==> src/rtl/video_timing_generator.sv <==
// Raster timing generator: horizontal/vertical counters advanced by a pixel-rate
// enable, with a registered decode of sync, active video, pixel position,
// downscaled framebuffer address and line/frame start pulses.
module video_timing_generator #(
  parameter int   H_ACTIVE    = 640,
  parameter int   H_FP        = 16,
  parameter int   H_SYNC      = 96,
  parameter int   H_BP        = 48,
  parameter int   V_ACTIVE    = 480,
  parameter int   V_FP        = 10,
  parameter int   V_SYNC      = 2,
  parameter int   V_BP        = 33,
  parameter logic HSYNC_POL   = 1'b0,
  parameter logic VSYNC_POL   = 1'b0,
  parameter int   SCALE_SHIFT = 1
) (
  input  logic clk_i,
  input  logic reset_ni,
  input  logic pixel_en_i,
  output logic hsync_o,
  output logic vsync_o,
  output logic video_en_o,
  output logic [$clog2(H_ACTIVE)-1:0] x_o,
  output logic [$clog2(V_ACTIVE)-1:0] y_o,
  output logic [$clog2((H_ACTIVE >> SCALE_SHIFT) * (V_ACTIVE >> SCALE_SHIFT))-1:0] addr_o,
  output logic line_start_o,
  output logic frame_start_o
);

  localparam int H_TOTAL      = H_ACTIVE + H_FP + H_SYNC + H_BP;
  localparam int V_TOTAL      = V_ACTIVE + V_FP + V_SYNC + V_BP;
  localparam int FB_W         = H_ACTIVE >> SCALE_SHIFT;
  localparam int FB_H         = V_ACTIVE >> SCALE_SHIFT;
  localparam int ADDR_W       = $clog2(FB_W * FB_H);
  localparam int X_W          = $clog2(H_ACTIVE);
  localparam int Y_W          = $clog2(V_ACTIVE);
  localparam int HC_W         = $clog2(H_TOTAL);
  localparam int VC_W         = $clog2(V_TOTAL);
  localparam int H_SYNC_START = H_ACTIVE + H_FP;
  localparam int H_SYNC_END   = H_SYNC_START + H_SYNC;
  localparam int V_SYNC_START = V_ACTIVE + V_FP;
  localparam int V_SYNC_END   = V_SYNC_START + V_SYNC;

  logic [HC_W-1:0]   h_cnt_q, h_cnt_d;
  logic [VC_W-1:0]   v_cnt_q, v_cnt_d;
  logic              hsync_q, hsync_d;
  logic              vsync_q, vsync_d;
  logic              video_en_q, video_en_d;
  logic [X_W-1:0]    x_q, x_d;
  logic [Y_W-1:0]    y_q, y_d;
  logic [ADDR_W-1:0] addr_q, addr_d;
  logic              line_start_q, line_start_d;
  logic              frame_start_q, frame_start_d;

  logic              h_last_s, v_last_s;
  logic              in_hsync_s, in_vsync_s, active_s;
  logic [ADDR_W-1:0] addr_s;

  // Decode of the raster position currently held in the counters.
  always_comb begin
    h_last_s   = (h_cnt_q == HC_W'(H_TOTAL - 1));
    v_last_s   = (v_cnt_q == VC_W'(V_TOTAL - 1));
    in_hsync_s = (h_cnt_q >= HC_W'(H_SYNC_START)) && (h_cnt_q < HC_W'(H_SYNC_END));
    in_vsync_s = (v_cnt_q >= VC_W'(V_SYNC_START)) && (v_cnt_q < VC_W'(V_SYNC_END));
    active_s   = (h_cnt_q < HC_W'(H_ACTIVE)) && (v_cnt_q < VC_W'(V_ACTIVE));
    // Only meaningful inside the active area, where it stays below FB_W*FB_H.
    addr_s     = ADDR_W'(v_cnt_q >> SCALE_SHIFT) * ADDR_W'(FB_W)
               + ADDR_W'(h_cnt_q >> SCALE_SHIFT);
  end

  // Counter advance and output loading; everything holds on disabled edges.
  always_comb begin
    h_cnt_d       = h_cnt_q;
    v_cnt_d       = v_cnt_q;
    hsync_d       = hsync_q;
    vsync_d       = vsync_q;
    video_en_d    = video_en_q;
    x_d           = x_q;
    y_d           = y_q;
    addr_d        = addr_q;
    line_start_d  = 1'b0;
    frame_start_d = 1'b0;
    if (pixel_en_i) begin
      if (h_last_s) begin
        h_cnt_d = {HC_W{1'b0}};
        if (v_last_s) begin
          v_cnt_d = {VC_W{1'b0}};
        end else begin
          v_cnt_d = v_cnt_q + VC_W'(1);
        end
      end else begin
        h_cnt_d = h_cnt_q + HC_W'(1);
        v_cnt_d = v_cnt_q;
      end
      hsync_d       = in_hsync_s ? HSYNC_POL : ~HSYNC_POL;
      vsync_d       = in_vsync_s ? VSYNC_POL : ~VSYNC_POL;
      video_en_d    = active_s;
      x_d           = active_s ? X_W'(h_cnt_q) : {X_W{1'b0}};
      y_d           = active_s ? Y_W'(v_cnt_q) : {Y_W{1'b0}};
      addr_d        = active_s ? addr_s : {ADDR_W{1'b0}};
      line_start_d  = (h_cnt_q == {HC_W{1'b0}});
      frame_start_d = (h_cnt_q == {HC_W{1'b0}}) && (v_cnt_q == {VC_W{1'b0}});
    end else begin
      line_start_d  = 1'b0;
      frame_start_d = 1'b0;
    end
  end

  // State and output registers with asynchronous reset to the idle/blank state.
  always_ff @(posedge clk_i or negedge reset_ni) begin
    if (!reset_ni) begin
      h_cnt_q       <= {HC_W{1'b0}};
      v_cnt_q       <= {VC_W{1'b0}};
      hsync_q       <= ~HSYNC_POL;
      vsync_q       <= ~VSYNC_POL;
      video_en_q    <= 1'b0;
      x_q           <= {X_W{1'b0}};
      y_q           <= {Y_W{1'b0}};
      addr_q        <= {ADDR_W{1'b0}};
      line_start_q  <= 1'b0;
      frame_start_q <= 1'b0;
    end else begin
      h_cnt_q       <= h_cnt_d;
      v_cnt_q       <= v_cnt_d;
      hsync_q       <= hsync_d;
      vsync_q       <= vsync_d;
      video_en_q    <= video_en_d;
      x_q           <= x_d;
      y_q           <= y_d;
      addr_q        <= addr_d;
      line_start_q  <= line_start_d;
      frame_start_q <= frame_start_d;
    end
  end

  assign hsync_o       = hsync_q;
  assign vsync_o       = vsync_q;
  assign video_en_o    = video_en_q;
  assign x_o           = x_q;
  assign y_o           = y_q;
  assign addr_o        = addr_q;
  assign line_start_o  = line_start_q;
  assign frame_start_o = frame_start_q;

endmodule

==> config.mk <==
export PLATFORM = sky130hd
export DESIGN_NAME = video_timing_generator
export DESIGN_NICKNAME = d
export VERILOG_FILES = /design/src/rtl/video_timing_generator.sv
export SDC_FILE = /design/constraint.sdc
export NUM_CORES = 1
export LEC_CHECK = 0
export ABC_AREA = 1
export CAP_MARGIN = 5
export CORE_AREA = 8 8 112 114
export DETAILED_ROUTE_END_ITERATION = 8
export DIE_AREA = 0 0 120 122
export GPL_ROUTABILITY_DRIVEN = 0
export HOLD_SLACK_MARGIN = 0.15
export MAX_ROUTING_LAYER = met4
export PLACE_DENSITY_LB_ADDON = 0.1
export SYNTH_ARGS = -nofsm -noshare
export SYNTH_HDL_FRONTEND = slang
export SYNTH_SLANG_ARGS = --single-unit
==> constraint.sdc <==
create_clock -name clk_i -period 2.6 [get_ports clk_i]
set_clock_uncertainty 0.05 [all_clocks]
set_input_delay 0.39 -clock clk_i [delete_from_list [all_inputs] [get_ports clk_i]]
set_output_delay 0.39 -clock clk_i [all_outputs]
set_load 0.05 [all_outputs]
# Word-level counts from Yosys, hierarchy flattened
# Cells that the tools add are included.
[totals]
output_inout_bits = 41
regBits = 61
[classes]
magnitude_cmp = 6
eq_ne = 2
addsub = 3
n_reduce_logical = 7
mux = 9
mul = 1
[ops]
columns = ["cell", "n"]
rows = [
  ["$mux W10", 3],
  ["$add A10 B1 Y10 const B", 2],
  ["$eq A10 B10 Y1 const B", 2],
  ["$logic_not A10 Y1", 2],
  ["$lt A10 B10 Y1 const B", 2],
  ["$lt A10 B9 Y1 const B", 2],
  ["$add A17 B9 Y17", 1],
  ["$mux W17", 1],
  ["$mul A9 B3 Y11 const B", 1],
  ["$ge A10 B10 Y1 const B", 1],
  ["$ge A10 B9 Y1 const B", 1],
  ["$mux W9", 1],
  ["$logic_and A1 B1 Y1", 4],
  ["$mux W1", 4],
  ["$reduce_and A2 Y1", 1],
]

# Logic depth before layout (Yosys ltp)
# Gate-level depths: netlist (run 1).
[depth]
depth_word = 3
mapped_depth = 14
mapped_depth_nobuf = 14

# Worst setup path after synthesis (run 1)
# No wires, ideal clock.
[synth_path]
kind = "reg-to-reg"
from = "reg v_cnt_q[2]"
to = "reg addr_q[15] (netlist: addr_o[15])"
arrival_ps = 2253
path_slack_ps = 180
stages_incl_launch_ff = 13
n_path_buf = 0
required_ps = 2432
setup_time_ps = 118
cell_sequence = "dfrtp_1 ha_1 ha_1 fa_1 nand2_1 nor2_1 nand2_1 a21oi_1 nand3_1 nor2_1 nand2_1 nand3_1 nand2_1"
[synth_between]
elab_chain_cells = 3
elab_cells_between_ends = 5
cone_classes = "1 x add/sub; 1 x mul; 1 x order compare; 1 x mux; 1 x reduce/logical"
[synth_lines]
columns = ["item", "line", "rtl"]
rows = [
  ["from (decl)", "45", "logic [VC_W-1:0] v_cnt_q, v_cnt_d;"],
  ["from (signal assigned)", "113", "v_cnt_q <= {VC_W{1'b0}};"],
  ["from (signal assigned)", "124", "v_cnt_q <= v_cnt_d;"],
  ["$mul A9 B3 Y11 or $lt A10 B9 Y1 (tied branches)", "67, 65", ""],
  ["$add A17 B9 Y17 or $logic_and A1 B1 Y1 (tied branches)", "68, 65", ""],
  ["$mux W17 *", "100", "addr_d = active_s ? addr_s : {ADDR_W{1'b0}};"],
  ["to (signal assigned)", "119", "addr_q <= {ADDR_W{1'b0}};"],
  ["to (signal assigned)", "130", "addr_q <= addr_d;"],
  ["to (decl)", "51", "logic [ADDR_W-1:0] addr_q, addr_d;"],
]
# Every way passes the cells marked *; elsewhere a longest branch is shown, timed or not.
# A chain may end at the register's enable or synchronous reset.

# Worst setup path after layout (run 1)
# Ends and elaborated chain as after synthesis.

==> results.md, run 1 <==
* Reg2reg end: addr_o[15]$_DFFE_PN0P_
* Worst Setup EP: addr_o[15]$_DFFE_PN0P_
* Die ar. at approximately 15000 um2
* Fillers at between 1000 and 1500
* Footprint of the multi-input gates at between 1500 and 2000 um2
* Power per cell area at 582.3 nW/um2
* Ant diodes at 0
* Critical Path RT at 2.76 ns
* Storage element area at around 1400 um2
* Overall global routing resource usage at 11.55%
* Drt wl/cell at 14.05 um
* Syn_nets at between 400 and 500
* Worst vdd ir at ~0.22 mV
* Die width at 120 um
* Critical-path top delay cell: fa_1
* Starting Density at between 20% and 30%
* Worst min-delay path class: reg2reg
* Slew Limit Fails at 0
* Layout area overhead at 23.79%
* DP Wirelength at approximately 6000 um
* R2R Path Start: v_cnt_q[2]$_DFFE_PN0P_
* Post-synth EDFFs at 0
* First-pass iteration count of the detailed router at 4
* Fin crit share at between 90% and 100%
* Clock period minus worst slack at ~2.4 ns
* First-pass GRT wire length at 13320 um
* Sequential area share after synthesis at 43.63%
* Crit path top cell by count: nand2_1
* Remaining Overflow, GRT at 0
* Final hold violation count at 0
* Total CTS buffers at 5
* Share of layout cells above drive strength 1 at between 10% and 20%
* R2R Setup Slk at approximately 0.22 ns
* Max incr delay on CP at about 0.6 ns
* Detailed route wirelength on metal2 at between 3000 and 4000 um
* Main synth FF type: dfrtp_1
* Yosys warnings at 0
* Max Used Layer: met4
* Crit end category: flip-flop
* CTS tree: yes
* Vias in the first global route at between 2000 and 3000
* Via density at roughly 4.6
* Syn avg cell area at 8.383 um2
* Metal-1 WL at ~4000 um
* Clk buf depth at 2
* Clock-pin slew on the worst setup and hold paths at about 0.10 ns
* Worst-path maximum fanout at 4
* Distinct cells, synth at 37
* Synth Instances at 377
* Status: finished, final reports clean
* Initial antenna violation count at 0
* Final wirelength at about 8000 um
* Sink Count at 55
* DIE HEIGHT at approximately 120 um
* H-tree levels at 2
* Max_cap viols at 0
* Vias at 2618
* DRC at 0
* Setup Viol. Count Final at 0
* Pleak at roughly 1.8 nW
* Number of I/O port buffers at 43
* FFs w/ async S/R, synth at 100.0%
* Highest Clock Rate at around 420 MHz
* Worst-margin pin slew at ~0.63 ns
* Total power at 2.278 mW
* Latest clock arrival within the worst-skew pair at approximately 0.32 ns
* CTS root buf: clkbuf_8
* Reg2reg path depth at 12
* Crit-path cells: ha_4, ha_4, fa_1, nand2_1, nor2_2, nand2_1, a21oi_2, nand3_2, nor2_1, nand2_1, nand3_1, nand2_1
* IO Count at 44
* Fin nets at 454
* Cell Area, Synth at approximately 3200 um2
* Slew HR at between 50 and 60%
* Placement row count at 38
* First DRT Iteration DRCs at between 90 and 100
* WP data arrival at approximately 2.5 ns
* Crit. Startpoint: v_cnt_q[2]$_DFFE_PN0P_
* CP Class: reg2reg
* Yosys reg bits at 55
* Crit start category: flip-flop
* Largest net degree at the start of global routing at 33
* Core area at 10700 um2
* Min Hold Slack at between 0.4 and 0.5 ns
* WL met3 at 275 um
* DRT antenna net count at 0
cells in the final DEF (no fill, tap or decap), types with 8 or more instances in the layout:
cell type	count
buf_4	10
clkdlybuf4s50_1	42
dfrtp_1	52
ha_1	18
inv_1	41
nand2_1	93
nand3_1	25
nand4_1	11
nor2_1	23
nor3_1	8
o21ai_0	15
o21ai_1	20
logic make-up after synthesis:
| family | synth area share [%] |
|---|---|
| AO/OA/AOI/OAI | 9.027 |
| AND/OR/NAND/NOR | 26.33 |
| XOR/XNOR | 2.494 |
| multiplexers | 0.3167 |
| flip-flops | 43.63 |
| buffers and inverters | 8.234 |
| adder cells (fa/ha/maj) | 9.976 |
report_power, final:
| group | internal (mW) | leakage (nW) | switching, mW | total (mW) |
|---|---|---|---|---|
| logic | 0.232 | 1.10 | 0.488 | 0.720 |
| clock network | 0.195 | 0.0454 | 0.299 | 0.493 |
| registers | 0.965 | 0.699 | 0.100 | 1.06 |
| total | 1.39 | 1.84 | 0.887 | 2.28 |
cell usage after synthesis (all sizes together) (2+ instances only):
cell type | instances | area [um2]
xor2 | 7 | 61.31
dfstp | 2 | 52.55
ha | 22 | 275.3
nand4 | 12 | 90.09
nand3 | 26 | 130.1
dfrtp | 53 | 1326
clkbuf | 3 | 11.26
o21ai | 35 | 175.2
a31oi | 2 | 12.51
a22o | 3 | 26.28
nor3 | 10 | 66.32
a21oi | 8 | 40.04
nor3b | 3 | 22.52
inv | 45 | 168.9
nor2 | 28 | 125.1
nand2 | 96 | 372.8
nor4 | 3 | 25.02
xnor2 | 2 | 17.52
fa | 2 | 40.04
buf | 9 | 75.07
metrics by stage:
step	worst slack [ns]	utilization (%)	setup TNS [ns]	cells	instance area, um2
floorplan	0.1797	-	0	377	3161
global placement	0.1777	35.17	0	558	3762
detailed placement	0.1395	35.17	0	558	3762
CTS	0.1307	36.11	0	567	3862
global route	-0.002235	36.57	-0.002235	568	3913
finish	0.2200	36.57	0	568	3913
registers in the layout, summed over array words and instances (netlist names):
register	count
hsync_o	1
addr_o	11
h_cnt_q	10
frame_start_o	1
y_o	9
v_cnt_q	10
vsync_o	1
x_o	10
video_en_o	1
line_start_o	1
layer usage:
metal,global-route usage [%],vias to the layer above
met4,3.591,0
met5,-,-
li1,-,1335
met3,2.499,7
met2,17.64,49
met1,15.00,1227
how the worst min path moves through the flow:
stage	startpoint	to	slack (ns)	cells past startpoint
finish	addr_o[14]$_DFFE_PN0P_	addr_o[14]$_DFFE_PN0P_	0.43	2
floorplan	reset_ni	addr_o[10]$_DFFE_PN0P_	0.04	0
global placement	reset_ni	y_o[6]$_DFFE_PN0P_	0.40	1
CTS	video_en_o$_DFFE_PN0P_	video_en_o$_DFFE_PN0P_	0.45	2
global route	addr_o[16]$_DFFE_PN0P_	addr_o[16]$_DFFE_PN0P_	0.48	2
detailed placement	reset_ni	y_o[7]$_DFFE_PN0P_	0.40	1
critical path, delay by kind of cell, from the launching register on:
family                   cells  cell delay (ns)
flip-flops                   1             0.42
adder cells (fa/ha/maj)      3             1.02
AO/OA/AOI/OAI                1             0.17
AND/OR/NAND/NOR              8             0.61
layout make-up:
class | count | area share [%]
clock buffer | 6 | 1.855
clock inverter | 2 | 0.4477
inverter | 46 | 4.445
multi-input combinational | 264 | 39.94
sequential | 55 | 35.27
tap | 140 | 4.477
timing repair buffer | 55 | 13.56
timing repair:
action | in CTS | in global routing
hold buffers | 1 | 0
buffers inserted | 0 | 1
resized for setup | 0 | 9
endpoints found under the setup margin | 0 | 2
hold endpoints to repair | 23 | 0
No activity file was read; power rests on OpenSTA's default activity.
==> run 2: changes to the inputs <==
--- a/config.mk
+++ b/config.mk
@@ -8,10 +8,11 @@
 export ABC_AREA = 1
 export CAP_MARGIN = 5
 export CORE_AREA = 8 8 112 114
+export CTS_CLUSTER_DIAMETER = 80
 export DETAILED_ROUTE_END_ITERATION = 8
 export DIE_AREA = 0 0 120 122
 export GPL_ROUTABILITY_DRIVEN = 0
-export HOLD_SLACK_MARGIN = 0.15
+export HOLD_SLACK_MARGIN = 0.08
 export MAX_ROUTING_LAYER = met4
 export PLACE_DENSITY_LB_ADDON = 0.1
 export SYNTH_ARGS = -nofsm -noshare
==> results of run 2 <==
Final layout, timing and power as in run 1 (identical DEF).
